$ cat config.mk
export PLATFORM = sky130hd
export DESIGN_NAME = cache_mem_arbiter
export DESIGN_NICKNAME = d
export VERILOG_FILES = /design/src/rtl/cache_mem_arbiter_pkg.sv /design/src/rtl/cache_mem_arbiter_select.sv /design/src/rtl/cache_mem_arbiter.sv
export SDC_FILE = /design/constraint.sdc
export NUM_CORES = 1
export LEC_CHECK = 0
export CORE_AREA = 2 2 541 543
export DETAILED_ROUTE_END_ITERATION = 10
export DIE_AREA = 0 0 543 545
export PLACE_DENSITY = 0.32
export SLEW_MARGIN = 5
export SYNTH_ARGS = -nofsm -noshare
export SYNTH_HDL_FRONTEND = slang
export SYNTH_SLANG_ARGS = --single-unit
$ cat constraint.sdc
create_clock -name clk -period 2.21 [get_ports clk]
set_input_delay 0.442 -clock clk [delete_from_list [all_inputs] [get_ports clk]]
set_output_delay 0.442 -clock clk [all_outputs]
set_load 0.02 [all_outputs]
$ cat src/rtl/cache_mem_arbiter_pkg.sv
// ---------------------------------------------------------------------------
// arb_types
// Shared types for the cache-to-memory arbiter: FSM state encoding, the
// requester identity and default geometry of a cache line.
// Contents:
//   arb_state_t  ARB_IDLE / ARB_I_BUSY / ARB_D_BUSY / ARB_RESP
//   arb_src_t    SRC_I / SRC_D
//   ARB_LINE_W, ARB_ADDR_W, ARB_OFFSET_W  default parameter values
// ---------------------------------------------------------------------------
package arb_types;

  localparam int ARB_LINE_W   = 256;
  localparam int ARB_ADDR_W   = 32;
  localparam int ARB_OFFSET_W = 5;

  typedef enum logic [1:0] {
    ARB_IDLE   = 2'd0,
    ARB_I_BUSY = 2'd1,
    ARB_D_BUSY = 2'd2,
    ARB_RESP   = 2'd3
  } arb_state_t;

  typedef enum logic {
    SRC_I = 1'b0,
    SRC_D = 1'b1
  } arb_src_t;

endpackage

$ cat src/rtl/cache_mem_arbiter_select.sv
// ---------------------------------------------------------------------------
// cache_arb_select
// Combinational winner pick between the I-cache and D-cache requests.
// Build option: CACHE_ARB_RR_EN
//   undefined -> fixed priority, D wins every tie
//   defined   -> round-robin, a tie goes to the requester not granted last
// Ports:
//   i_req        I-cache request pending
//   d_req        D-cache request pending (read or write)
//   last_src     requester granted most recently (register lives in parent)
//   grant_valid  at least one request pending
//   grant_src    chosen requester, meaningful only with grant_valid
// ---------------------------------------------------------------------------
module cache_arb_select
  import arb_types::*;
(
  input  logic     i_req,
  input  logic     d_req,
  input  arb_src_t last_src,
  output logic     grant_valid,
  output arb_src_t grant_src
);

  assign grant_valid = i_req | d_req;

`ifdef CACHE_ARB_RR_EN
  always_comb begin
    grant_src = SRC_I;
    if (d_req && !i_req) begin
      grant_src = SRC_D;
    end else if (d_req && i_req) begin
      // Tie: hand the grant to whoever did not get the previous one.
      grant_src = (last_src == SRC_I) ? SRC_D : SRC_I;
    end
  end
`else
  // Fixed priority ignores history; a data miss stalls the memory stage,
  // so D always wins.
  logic unused_last_src;
  assign unused_last_src = (last_src == SRC_D);
  assign grant_src       = d_req ? SRC_D : SRC_I;
`endif

endmodule

$ cat src/rtl/cache_mem_arbiter.sv
// ---------------------------------------------------------------------------
// cache_mem_arbiter
// Arbitrates I-cache line reads and D-cache line reads/write-backs onto a
// single burst memory port. One transaction in flight; the request is
// latched at grant so every pmem output comes straight from a register and
// is stable until pmem_resp.
// Build option: CACHE_ARB_RR_EN (round-robin tie breaking, see
// cache_arb_select); default build is fixed D-over-I priority.
// Ports:
//   clk, rst                   clock, asynchronous active-low reset
//   i_read, i_addr             I-cache read request
//   i_rdata, i_resp            returned line / one-cycle completion to I
//   d_read, d_write, d_addr,
//   d_wdata                    D-cache read / write-back request
//   d_rdata, d_resp            returned line / one-cycle completion to D
//   pmem_read, pmem_write,
//   pmem_addr, pmem_wdata      memory request (line aligned)
//   pmem_rdata, pmem_resp      memory read line / one-cycle completion
// ---------------------------------------------------------------------------
module cache_mem_arbiter
  import arb_types::*;
#(
  parameter int LINE_W   = ARB_LINE_W,
  parameter int ADDR_W   = ARB_ADDR_W,
  parameter int OFFSET_W = ARB_OFFSET_W
) (
  input  logic              clk,
  input  logic              rst,
  input  logic              i_read,
  input  logic [ADDR_W-1:0] i_addr,
  output logic [LINE_W-1:0] i_rdata,
  output logic              i_resp,
  input  logic              d_read,
  input  logic              d_write,
  input  logic [ADDR_W-1:0] d_addr,
  input  logic [LINE_W-1:0] d_wdata,
  output logic [LINE_W-1:0] d_rdata,
  output logic              d_resp,
  output logic              pmem_read,
  output logic              pmem_write,
  output logic [ADDR_W-1:0] pmem_addr,
  output logic [LINE_W-1:0] pmem_wdata,
  input  logic [LINE_W-1:0] pmem_rdata,
  input  logic              pmem_resp
);

  // The requester identity is carried by the BUSY state itself and the op
  // by the registered strobes, so no separate id/op flops are needed.
  arb_state_t        state_reg,      state_next;
  arb_src_t          last_src_reg,   last_src_next;
  logic [ADDR_W-1:0] addr_reg,       addr_next;
  logic [LINE_W-1:0] wdata_reg,      wdata_next;
  logic [LINE_W-1:0] line_reg,       line_next;
  logic              pmem_read_reg,  pmem_read_next;
  logic              pmem_write_reg, pmem_write_next;
  logic              i_resp_reg,     i_resp_next;
  logic              d_resp_reg,     d_resp_next;

  logic     grant_valid;
  arb_src_t grant_src;

  cache_arb_select u_select (
    .i_req       (i_read),
    .d_req       (d_read | d_write),
    .last_src    (last_src_reg),
    .grant_valid (grant_valid),
    .grant_src   (grant_src)
  );

  always_comb begin
    state_next      = state_reg;
    last_src_next   = last_src_reg;
    addr_next       = addr_reg;
    wdata_next      = wdata_reg;
    line_next       = line_reg;
    pmem_read_next  = pmem_read_reg;
    pmem_write_next = pmem_write_reg;
    i_resp_next     = 1'b0;
    d_resp_next     = 1'b0;

    case (state_reg)
      ARB_IDLE: begin
        if (grant_valid) begin
          last_src_next = grant_src;
          if (grant_src == SRC_D) begin
            state_next      = ARB_D_BUSY;
            addr_next       = {d_addr[ADDR_W-1:OFFSET_W], {OFFSET_W{1'b0}}};
            // Write wins when both d_read and d_write are raised.
            pmem_write_next = d_write;
            pmem_read_next  = ~d_write;
            if (d_write) begin
              wdata_next = d_wdata;
            end
          end else begin
            state_next      = ARB_I_BUSY;
            addr_next       = {i_addr[ADDR_W-1:OFFSET_W], {OFFSET_W{1'b0}}};
            pmem_read_next  = 1'b1;
            pmem_write_next = 1'b0;
          end
        end
      end
      ARB_I_BUSY, ARB_D_BUSY: begin
        if (pmem_resp) begin
          state_next      = ARB_RESP;
          line_next       = pmem_rdata;
          pmem_read_next  = 1'b0;
          pmem_write_next = 1'b0;
          i_resp_next     = (state_reg == ARB_I_BUSY);
          d_resp_next     = (state_reg == ARB_D_BUSY);
        end
      end
      ARB_RESP: begin
        state_next = ARB_IDLE;
      end
      default: begin
        state_next = ARB_IDLE;
      end
    endcase
  end

  always_ff @(posedge clk or negedge rst) begin
    if (!rst) begin
      state_reg      <= ARB_IDLE;
      last_src_reg   <= SRC_I;
      addr_reg       <= '0;
      wdata_reg      <= '0;
      line_reg       <= '0;
      pmem_read_reg  <= 1'b0;
      pmem_write_reg <= 1'b0;
      i_resp_reg     <= 1'b0;
      d_resp_reg     <= 1'b0;
    end else begin
      state_reg      <= state_next;
      last_src_reg   <= last_src_next;
      addr_reg       <= addr_next;
      wdata_reg      <= wdata_next;
      line_reg       <= line_next;
      pmem_read_reg  <= pmem_read_next;
      pmem_write_reg <= pmem_write_next;
      i_resp_reg     <= i_resp_next;
      d_resp_reg     <= d_resp_next;
    end
  end

  assign pmem_read  = pmem_read_reg;
  assign pmem_write = pmem_write_reg;
  assign pmem_addr  = addr_reg;
  assign pmem_wdata = wdata_reg;
  assign i_resp     = i_resp_reg;
  assign d_resp     = d_resp_reg;
  assign i_rdata    = line_reg;
  assign d_rdata    = line_reg;

endmodule

; ---- After elaboration in Yosys (flattened, before gate mapping)
; Index checks and enable logic that the tools add are counted.
[word_totals]
regBits = 550
output_inout_bits = 804
elab_cells = 41
[op_classes]
eq_ne = 5
n_mux = 17
bitwise = 3
reduce_logical = 8
[ops]
columns = op, n
row1 = $mux W32, 1
row2 = $mux W1, 10
row3 = $mux W2, 3
row4 = $pmux W2 S3, 1
row5 = $reduce_and A2 Y1, 3
row6 = $eq A2 B2 Y1 const B, 2
row7 = $ne A2 B2 Y1 const B, 2
row8 = $pmux W1 S2, 2
row9 = $reduce_and A4 Y1, 1
row10 = $reduce_and A3 Y1, 1
row11 = $eq A2 B1 Y1 const B, 1
row12 = $logic_not A2 Y1, 1
row13 = $or A1 B1 Y1, 2
row14 = $reduce_bool A2 Y1, 1
row15 = $reduce_or A2 Y1, 1
row16 = $not A1 Y1, 1

; ---- Longest topological paths before layout
[logic_depth]
word_depth = 5
mapped_depth = 8
ltp_nobuf = 5

; ---- Modules after synthesis
; Synthesis repeated with hierarchy kept, for this count alone.
[unflattened]
hier_cells = 1501
hier_area_um2 = 23527.6
[modules_own_cells]
columns = mod, n_inst, cells_each, area_each_um2, seq_area_each_um2
row1 = cache_mem_arbiter, 1, 1499, 23513.8, 13663.1
row2 = cache_arb_select, 1, 2, 13.8, 0.0

; ---- Least setup slack after synthesis
; No wires, ideal clock.
[synth_path]
kind = reg-to-reg
startpoint = reg state_reg[0]
endpoint = reg line_reg[215] (netlist: d_rdata[215])
setup_ps = 125
arrival_ps = 1590
t_required_ps = 2085
path_slack_ps = 495
path_stages_with_launch = 8
path_buffers = 3
period_less_slack_ps = 1715
path_cell_list = dfrtp_1 inv_1 ha_1 clkbuf_2 nand2_2 buf_4 buf_6 mux2_2
[synth_between]
elab_chain_cells = 3
word_cells_on_any_way = 4
[synth_lines]
columns = element, line_no
row1 = from (decl), cache_mem_arbiter.sv:49  ; arb_state_t state_reg, state_next;
row2 = from (signal assigned), cache_mem_arbiter.sv:133  ; state_reg <= state_next;
row3 = $eq A2 B1 Y1 or $eq A2 B2 Y1 (tied branches), cache_mem_arbiter.sv:81  ; case (state_reg)
row4 = $reduce_or A2 Y1 (*), cache_mem_arbiter.sv:81
row5 = $reduce_and A2 Y1 (no source line) (*), -
row6 = to (signal assigned), cache_mem_arbiter.sv:137  ; line_reg <= line_next;
row7 = to (decl), cache_mem_arbiter.sv:53  ; logic [LINE_W-1:0] line_reg, line_next;
; Every way passes the cells marked *; elsewhere a longest branch is shown, timed or not.
; A chain may end at the register's enable or synchronous reset.

; ---- Worst setup path in the final report
[layout_path]
startpoint = reg wdata_reg[218] (netlist: pmem_wdata[218])
endpoint = out pmem_wdata[218]
[layout_lines]
columns = element, line_no
row1 = from (decl), cache_mem_arbiter.sv:52  ; logic [LINE_W-1:0] wdata_reg, wdata_next;
row2 = from (signal assigned), cache_mem_arbiter.sv:136  ; wdata_reg <= wdata_next;
row3 = to (decl), cache_mem_arbiter.sv:42  ; output logic [LINE_W-1:0] pmem_wdata,
; No word-level cell between the ends.

==> flow_metrics.tcl <==
set metrics [dict create \
    status "completed" \
    syn_area_um2 23600 \
    yosysMostFrequentCell "dfrtp_1" \
    power_w 0.0693 \
    post_cts_buffers 0 \
    ys_top_cells_by_count "545 x dfrtp_1, 263 x mux2_2, 262 x buf_4" \
    worstMarginPinSlew_ns 0.619 \
    synth_seq_area_share 0.578 \
    synth_edf_count 0 \
    crit_required_ns 1.77 \
    cp.arrival_ns 1.71 \
    cts_buffers 84 \
    cts_tree "built" \
    area_growth_pct 79.9 \
    synth_top_family_by_area "multiplexers" \
    synth_xor_area_frac 0 \
    cts.htree.levels 3 \
    path_clk_slew_ns 0.06 \
    synth_top_area_share 0.578 \
    hold_viol 0 \
    grt_pass1_vias 18300 \
    final_core_util 0.146 \
    clk_path_buf_depth 4 \
    hold_path.class "input pin to register" \
    ios 1386 \
    grt_overflow_total 0 \
    leakagePower_nw 18.5 \
    synth-adder-area-share 0.00212 \
    path_buf_inv 1 \
    finalCritPeriodShare 0.973 \
    cp_max_fo 2 \
    drive_above_1_share 0.284 \
    syn_inst 1493 \
    clk_latency_ns 0.82 \
    dr.pass1.iters 4 \
    nets 3297 \
    drtIter0Drc 650 \
    start_util 0.0814 \
    crit_family "buffers and inverters" \
    power.density_nw_per_um2 1630 \
    synth-async-reset-ratio 1.00 \
    ys_top_cells_by_area "dfrtp_1 58%, mux2_4 15%, mux2_2 13%" \
    fp-row-count 198 \
    r2r_setup_slack_ns 0.21 \
    muxShareOfSynthArea 0.294 \
    place.gp.congestion 0.803 \
    fmaxAchievable_mhz 465 \
    die_width_um 543 \
    final_antenna_net_count 0 \
    synth_compound_area_frac 0.00896 \
    finalSetupViolations 0 \
    die_area_um2 296000 \
    io_buffer_count 1370 \
    fillers 32500 \
    skew_ns 0.0677 \
    rsz0062_at_grt "no" \
    avgSynthCellArea_um2 15.8 \
    ir_worst_vdd_v 0.000755 \
    viasPerCell 2.60 \
    grt_max_degree 77 \
    maxCapViolCount 0 \
    synth-seq-cells 545 \
    clockRootBuffer "clkbuf_16" \
    multiInputGateArea_um2 7390 \
    post_drt_wl_per_cell_um 25.1 \
    startpoint_type "register" \
    layoutNonFillerInstCount 6718 \
    ys.flop_type "dfrtp_1" \
    slowest_stage "clkdlybuf4s15_1" \
    vias 17500 \
    seqCellArea_um2 13600 \
    relSlewSlack 0.589 \
    post-place-cells 6524 \
    ys_warn_count 0 \
    path_cells "clkdlybuf4s15_1" \
    dp_hpwl_mm 145 \
    post-synth-top-area-cell "dfrtp_1" \
    critPathCaptureType "output pin" \
    fp.dieH_um 545 \
    synthSimpleGateAreaFrac 0.00594 \
    max_stage_delay_ns 0.59 \
    period_needed_ns 2.15 \
    slew_violations 0 \
    wirelength_mm 169 \
    cts.sinks 545 \
    grt_pass1_wl_mm 210 \
    drc 0 \
    critPathKind "register to output pin" \
    coreArea_um2 290000 \
    grt_use_total 0.110 \
    antenna_found_initial 142 \
    synth.distinct_cells 28 \
]
area by class of cell:
type,instances,share of cell area
well taps,3900,0.115
clock inverters,20,0.00407
multi-input cells,621,0.174
flip-flops and latches,545,0.321
inverters,4,0.000353
diodes,45,0.00265
clock buffers,128,0.0590
repair buffers,1455,0.324
per-layer routing:
layer	GRT usage	vias up	wire length, µm	part of all wire
met5	0	-	505	0.0030
met4	0.0375	82	6270	0.037
met3	0.0615	366	22500	0.13
met2	0.174	1153	76000	0.45
met1	0.123	8483	63300	0.38
li1	-	7400	-	-
logic make-up (layout without fill, tap and decap cells):
kind of cell,count (synthesis),count (layout)
flip-flops,545,545
other,1,50
buffers and inverters,331,1607
AND/OR/NAND/NOR,34,34
adder cells (fa/ha/maj),4,4
multiplexers,543,543
AO/OA/AOI/OAI,35,35
worst paths after layout:
check,startpoint,endpoint,cells after the start
max,pmem_wdata[218]$_DFFE_PN0P_,pmem_wdata[218],1
min,d_wdata[139],pmem_wdata[139]$_DFFE_PN0P_,2
max reg2reg,state_reg[0]$_DFFE_PN0P_,d_rdata[131]$_DFFE_PN0P_,5
min reg2reg,pmem_addr[16]$_DFFE_PN0P_,pmem_addr[16]$_DFFE_PN0P_,2
max in group asynchronous,rst,d_rdata[102]$_DFFE_PN0P_,4
min in group asynchronous,rst,pmem_wdata[195]$_DFFE_PN0P_,3
cells in the final DEF, fill, tap and decap left out, types with 2 or more instances in the layout:
cell type,instances
dlygate4sd2_1,707
inv_6,3
clkbuf_1,20
mux2i_1,30
clkinvlp_4,4
mux2_2,263
buf_12,27
mux2_4,229
o21ai_0,23
clkinv_2,7
clkdlybuf4s15_1,21
clkbuf_8,24
dfrtp_2,7
conb_1,5
inv_1,4
dfrtp_1,538
diode_2,45
mux2_1,21
nand2_1,27
buf_4,84
a21oi_1,2
clkbuf_2,8
clkbuf_16,84
clkinv_4,4
clkdlybuf4s15_2,36
ha_1,4
o21ai_1,4
nand2_8,2
clkdlybuf4s50_1,570
power breakdown:
part           total (W)  internal (W)  switching [W]
Combinational     0.0360        0.0155         0.0205
Clock             0.0133       0.00791        0.00544
Sequential        0.0199        0.0152        0.00469
what timing repair did:
item	in CTS	in global routing
setup endpoints to repair	772	12
endpoints found under the hold margin	237	0
resized for setup	873	15
hold buffers	1	0
stage by stage:
stage / setup TNS, ns / worst slack, ns / hold WS (ns) / instance area, µm²
global route: 0 / 0.000162 / 0.169 / 42400
detailed placement: -0.0831 / -0.0123 / 0.471 / 40500
floorplan: 0 / 0.495 / 0.146 / 23600
global placement: 0 / 0.00817 / 0.475 / 40500
finish: 0 / 0.0595 / 0.233 / 42500
CTS: 0 / 0.000734 / 0.133 / 42400
(Power assumes the default switching activity.)
